[src/rtl/cardinal_pkg.sv]
// Shared packet layout for the cardinal ring router: packet width, VC bit position
// and payload field (packets are indexed MSB-first, [0:PACKET_SIZE-1]).
package cardinal_pkg;
  localparam int PACKET_SIZE = 64;
  localparam int VC_BIT      = 0;
  localparam int PAYLOAD_LSB = 32;
  localparam int PAYLOAD_MSB = 63;

  typedef logic [0:PACKET_SIZE-1] packet_t;

  function automatic logic [31:0] payload_of(input packet_t pkt);
    return pkt[PAYLOAD_LSB:PAYLOAD_MSB];
  endfunction
endpackage

[src/rtl/cardinal_sync_fifo.sv]
// Synchronous FIFO with a combinational head; full and empty are told apart by an
// extra wrap bit on each pointer.
module cardinal_sync_fifo #(
  parameter int WIDTH = 64,
  parameter int DEPTH = 4
) (
  input  logic             i_clk,
  input  logic             i_reset,
  input  logic             i_push,
  input  logic [0:WIDTH-1] i_push_data,
  input  logic             i_pop,
  output logic             o_full,
  output logic             o_empty,
  output logic [0:WIDTH-1] o_head
);
  localparam int AW = $clog2(DEPTH);
  localparam logic [AW:0] PTR_ONE = 1;

  logic [0:WIDTH-1] r_mem [DEPTH];
  logic [AW:0]      r_wr_ptr;
  logic [AW:0]      r_rd_ptr;
  logic             w_push;
  logic             w_pop;

  assign o_empty = (r_wr_ptr == r_rd_ptr);
  assign o_full  = (r_wr_ptr[AW] != r_rd_ptr[AW]) &&
                   (r_wr_ptr[AW-1:0] == r_rd_ptr[AW-1:0]);
  assign o_head  = r_mem[r_rd_ptr[AW-1:0]];

  // A push on a full FIFO is accepted only when the head leaves in the same cycle.
  assign w_pop  = i_pop & ~o_empty;
  assign w_push = i_push & (~o_full | w_pop);

  always_ff @(posedge i_clk) begin
    if (i_reset) begin
      r_wr_ptr <= '0;
      r_rd_ptr <= '0;
    end else begin
      if (w_push) r_wr_ptr <= r_wr_ptr + PTR_ONE;
      if (w_pop)  r_rd_ptr <= r_rd_ptr + PTR_ONE;
    end
  end

  always_ff @(posedge i_clk) begin
    if (w_push) r_mem[r_wr_ptr[AW-1:0]] <= i_push_data;
  end
endmodule

[src/rtl/cardinal_pe_port.sv]
// Local (PE) port of a cardinal ring router: NIC ingress into two per-VC holding
// registers drained to the fabric, and fabric egress to the NIC through a small FIFO.
module cardinal_pe_port import cardinal_pkg::*; #(
  parameter int PACKET_SIZE = cardinal_pkg::PACKET_SIZE,
  parameter int FIFO_DEPTH  = 4,
  parameter int CNT_W       = 16
) (
  input  logic                   clk,
  input  logic                   reset,
  output logic                   net_polarity,
  input  logic                   net_so,
  output logic                   net_ro,
  input  logic [0:PACKET_SIZE-1] net_do,
  output logic                   net_si,
  input  logic                   net_ri,
  output logic [0:PACKET_SIZE-1] net_di,
  output logic                   fab_tx_valid,
  input  logic                   fab_tx_ready,
  output logic [0:PACKET_SIZE-1] fab_tx_data,
  input  logic                   fab_rx_valid,
  output logic                   fab_rx_ready,
  input  logic [0:PACKET_SIZE-1] fab_rx_data,
  output logic                   proto_err,
  output logic [CNT_W-1:0]       rx_cnt,
  output logic [CNT_W-1:0]       tx_cnt
);
  localparam logic [CNT_W-1:0] CNT_ONE = 1;

  logic                   r_pol;
  logic [1:0]             r_vc_full;
  logic [0:PACKET_SIZE-1] r_vc_reg [2];
  logic                   r_proto_err;
  logic [CNT_W-1:0]       r_rx_cnt;
  logic [CNT_W-1:0]       r_tx_cnt;
  logic                   r_si;
  logic [0:PACKET_SIZE-1] r_di;

  logic                   w_ro;
  logic                   w_vc_ok;
  logic                   w_capture;
  logic                   w_drop;
  logic                   w_sel;
  logic                   w_xfer;
  logic                   w_push;
  logic                   w_send;
  logic                   w_fifo_full;
  logic                   w_fifo_empty;
  logic [0:PACKET_SIZE-1] w_head;

  assign w_ro      = ~r_vc_full[r_pol];
  assign w_vc_ok   = (net_do[VC_BIT] == r_pol);
  assign w_capture = net_so & w_ro & w_vc_ok;
  assign w_drop    = net_so & ~(w_ro & w_vc_ok);

  // The current-phase VC has drain priority; the other VC goes when it is empty.
  assign w_sel  = r_vc_full[r_pol] ? r_pol : ~r_pol;
  assign w_xfer = (|r_vc_full) & fab_tx_ready;

  assign w_push = fab_rx_valid & ~w_fifo_full;
  assign w_send = net_ri & ~w_fifo_empty & ~r_si;

  always_ff @(posedge clk) begin
    if (reset) begin
      r_pol       <= 1'b0;
      r_vc_full   <= 2'b00;
      r_proto_err <= 1'b0;
      r_rx_cnt    <= '0;
      r_tx_cnt    <= '0;
      r_si        <= 1'b0;
      r_di        <= '0;
    end else begin
      r_pol <= ~r_pol;
      if (w_xfer) r_vc_full[w_sel] <= 1'b0;
      if (w_capture) begin
        r_vc_full[r_pol] <= 1'b1;
        r_rx_cnt         <= r_rx_cnt + CNT_ONE;
      end
      if (w_drop) r_proto_err <= 1'b1;
      r_si <= w_send;
      if (w_send) begin
        r_di     <= w_head;
        r_tx_cnt <= r_tx_cnt + CNT_ONE;
      end
    end
  end

  always_ff @(posedge clk) begin
    if (w_capture) r_vc_reg[r_pol] <= net_do;
  end

  cardinal_sync_fifo #(
    .WIDTH (PACKET_SIZE),
    .DEPTH (FIFO_DEPTH)
  ) u_egress_fifo (
    .i_clk       (clk),
    .i_reset     (reset),
    .i_push      (w_push),
    .i_push_data (fab_rx_data),
    .i_pop       (w_send),
    .o_full      (w_fifo_full),
    .o_empty     (w_fifo_empty),
    .o_head      (w_head)
  );

  assign net_polarity = r_pol;
  assign net_ro       = w_ro;
  assign net_si       = r_si;
  assign net_di       = r_di;
  assign fab_tx_valid = |r_vc_full;
  assign fab_tx_data  = (|r_vc_full) ? r_vc_reg[w_sel] : '0;
  assign fab_rx_ready = ~w_fifo_full;
  assign proto_err    = r_proto_err;
  assign rx_cnt       = r_rx_cnt;
  assign tx_cnt       = r_tx_cnt;
endmodule

[config.mk]
export PLATFORM = sky130hd
export DESIGN_NAME = cardinal_pe_port
export DESIGN_NICKNAME = d
export VERILOG_FILES = /design/src/rtl/cardinal_pkg.sv /design/src/rtl/cardinal_sync_fifo.sv /design/src/rtl/cardinal_pe_port.sv
export SDC_FILE = /design/constraint.sdc
export NUM_CORES = 1
export LEC_CHECK = 0
export ABC_AREA = 1
export CAP_MARGIN = 20
export CORE_MARGIN = 2
export CORE_UTILIZATION = 40
export DETAILED_ROUTE_END_ITERATION = 8
export SYNTH_ARGS = -nofsm -noshare
export SYNTH_HDL_FRONTEND = slang
export SYNTH_HIERARCHICAL = 1
export SYNTH_SLANG_ARGS = --single-unit
[constraint.sdc]
create_clock -name clk -period 4.53 [get_ports clk]
set_input_delay 0.6795 -clock clk [delete_from_list [all_inputs] [get_ports clk]]
set_output_delay 0.6795 -clock clk [all_outputs]
set_load 0.02 [all_outputs]
==> results.toml <==
[routing]
finalWirelength_um = 45260
drt-pass1-iter-count = 5
drt-initial-drc-count = 879
wire_per_inst_um = 17.81
route.detailed.drc = 0
num_vias = 12800
ant_nets = 0
avgViaCountPerCell = 5.037

[global_routing]
grt_max_degree = 102
grt_pass1_wl_um = 68230
overflow = 0
grt_pass1_vias = 12260
grt_antenna_before_repair = 5
grt_use_total = 0.1811

[worst_setup_path]
r2r_slack_ns = 1.83
worstSetupStartpoint = "net_polarity"
end_kind = "output port"
rr_endpoint = "u_egress_fifo/r_mem[2][51]"
slowest_stage = "clkdlybuf4s50_1"
r2r_start = "u_egress_fifo/r_wr_ptr[1]"
cp-start-kind = "flop"
r2r.worst_path.cells = 13
path_buf_inv = 3
cp-endpoint = "fab_tx_data[21]"
cp.depth = 7
required_ns = 3.85
cpPeakStageDelay_ns = 0.61
crit_fanout = 65
crit_chain = "inv_2, or2_4, nand2_4, buf_4, o21ai_0, nor2_1, clkdlybuf4s50_1"
critPathArrivalTime_ns = 2.90
critical_path_class = "reg -> out"
crit_family = "buffers and inverters"

[clock_tree]
clockRootBuffer = "clkbuf_16"
cts_hold_buf = 0
cts_resized = 0
clock_path_buffers = 3
numCtsBuffers = 52
ctsHtreeMaxLevel = 2
clock_latency_ns = 0.61
clk_pin_slew_ns = 0.06
post-cts-setup-buffers = 0
cts.sinks = 493
cts_tree = "yes"

[floorplanning]
dieArea_sq_mm = 0.04875
ios = 300
num_rows = 79
die_h_um = 220.8
initial_core_util = 0.4047
chipWidth_um = 220.8
core_sq_mm = 0.04646

[layout]
layout-drive-gt1-share = 0.06522
nFillCells = 4055
final_cells = 2541
area.sequential_sq_mm = 0.01372
area_growth_syn_to_layout_pct = 27.85
layout.nets = 2029
postLayoutCoreUtil = 0.5174
largest_register_ffs = 256
multi_input_area_sq_mm = 0.004383

[outcome]
status = "finished clean"

[yosys]
ys_types = 33
yosysTopAreaCell = "edfxtp_1"
yosys_register_bits = 493
ys_top_cells_by_count = "edfxtp_1 (384), nor2_1 (316), nand2_1 (215), o21ai_0 (129), dfxtp_1 (109)"
synth_area_leaders = "edfxtp_1 (61%), dfxtp_1 (12%), nor2_1 (6.3%)"
synthCells = 1602
synth_enable_flop_cells = 384
ys.flop_type = "edfxtp_1"
netlist_area_sq_mm = 0.01880
synth.most_common_cell = "edfxtp_1"
synthArstFlopShare = 0
synth.top_cell.area_share = 0.6134
synth-seq-area-share = 0.7295
avgSynthCellArea_sq_um = 11.73
yosys_warnings = 6
synth.net_count = 1743

[sta]
max_clock_freq_mhz = 279.7
rsz0062_at_grt = "no"
post-route-period-util = 0.7893
finalHoldViolCount = 0
setup_violations = 0
skew_ns = 0.02652
finalWorstSetupSlack_ns = 0.9544
tns_ns = 0
slew_headroom = 0.2861
worst_slew_pin_slew_ns = 1.071
timing.final.max_slew_violations = 0
period_needed_ns = 3.576

[placed_design]
dp_slack_ns = 1.421
port_buffers = 299
post-place-cells = 2440
hpwlAfterDp_um = 27210
gp_congestion = 0.8323

[flow_run]
maxCapViolCount = 0

[min_path]
hp-class = "reg -> reg"

[power]
vdd_drop_max_v = 0.0002559
power_leakage_nw = 8.275
power_density_mw_per_mm2 = 445.7
metrics by stage:
step	power (mW)	hold slack, ns	instance area (sq um)
CTS	10.85	0.4547	24010
detailed placement	6.661	0.4458	22330
global route	11.16	0.4771	24030
finish	10.71	0.4489	24040
global placement	6.643	0.4426	22330
floorplan	6.057	0.4696	18800
worst min path at each step:
| stage | from | end | slack, ns | cells after the start |
|---|---|---|---|---|
| after global routing | proto_err | proto_err | 0.48 | 2 |
| after detailed placement | proto_err | proto_err | 0.45 | 2 |
| after floorplan | u_egress_fifo/r_rd_ptr[2] | u_egress_fifo/r_rd_ptr[2] | 0.47 | 2 |
| after global placement | proto_err | proto_err | 0.44 | 2 |
| final | proto_err | proto_err | 0.45 | 2 |
| after CTS | proto_err | proto_err | 0.45 | 2 |
area by class of cell:
cell class	instances	share of cell area
sequential	493	0.5707
timing repair buffer	322	0.1352
tap	607	0.03160
clock buffer	68	0.05794
multi-input combinational	955	0.1824
clock inverter	30	0.01182
inverter	64	0.01010
antenna	2	0.0002082
cells in the final DEF (no fill, tap or decap), types with 12 or more instances in the layout:
cell / Yosys / routed
nand3_1: 26 / 26
nand2_1: 215 / 215
clkdlybuf4s50_1: 0 / 298
o21ai_1: 71 / 71
edfxtp_1: 384 / 384
clkbuf_1: 47 / 14
o21ai_0: 129 / 129
inv_1: 57 / 55
nor2_1: 316 / 312
o22ai_1: 64 / 64
buf_4: 6 / 17
dfxtp_1: 109 / 107
clkbuf_16: 0 / 53
nand4_1: 12 / 12
a21oi_1: 86 / 86
routing by layer:
layer	vias to the layer above	track usage	part of all wire
li1	6199	-	-
met4	6	0.06178	0.022
met2	362	0.2992	0.47
met1	6158	0.2324	0.42
met3	75	0.04619	0.079
met5	-	0	0.00095
where the power goes:
part           leakage, nW  total (mW)  internal [mW]  switching (mW)
Clock                0.817        4.16           2.41            1.75
Combinational         3.04        1.36          0.527           0.834
Sequential            4.41        5.19           5.11          0.0834
logic make-up (layout without fill, tap and decap cells):
family          after synthesis  count (layout)  synth area share
buf+inv                     154             484           0.03940
xor+xnor                      4               4          0.002263
simple gates                590             590            0.1252
fa+ha+maj                     7               7          0.004659
compound gates              354             354           0.09903
flops                       493             493            0.7295
other cells                   0               2                 0
worst register-to-register path, stage by stage (launching register included):
cell,delay (ns)
dfxtp_1,0.40
inv_1,0.11
nand2_1,0.07
nand2_1,0.10
nand3_2,0.12
inv_1,0.05
inv_1,0.08
nand3_4,0.07
inv_2,0.05
inv_1,0.04
nand4_2,0.12
nand2_2,0.18
nor2_4,0.67
buf_4,0.35
Note: power is estimated with default switching activity, not from simulation.
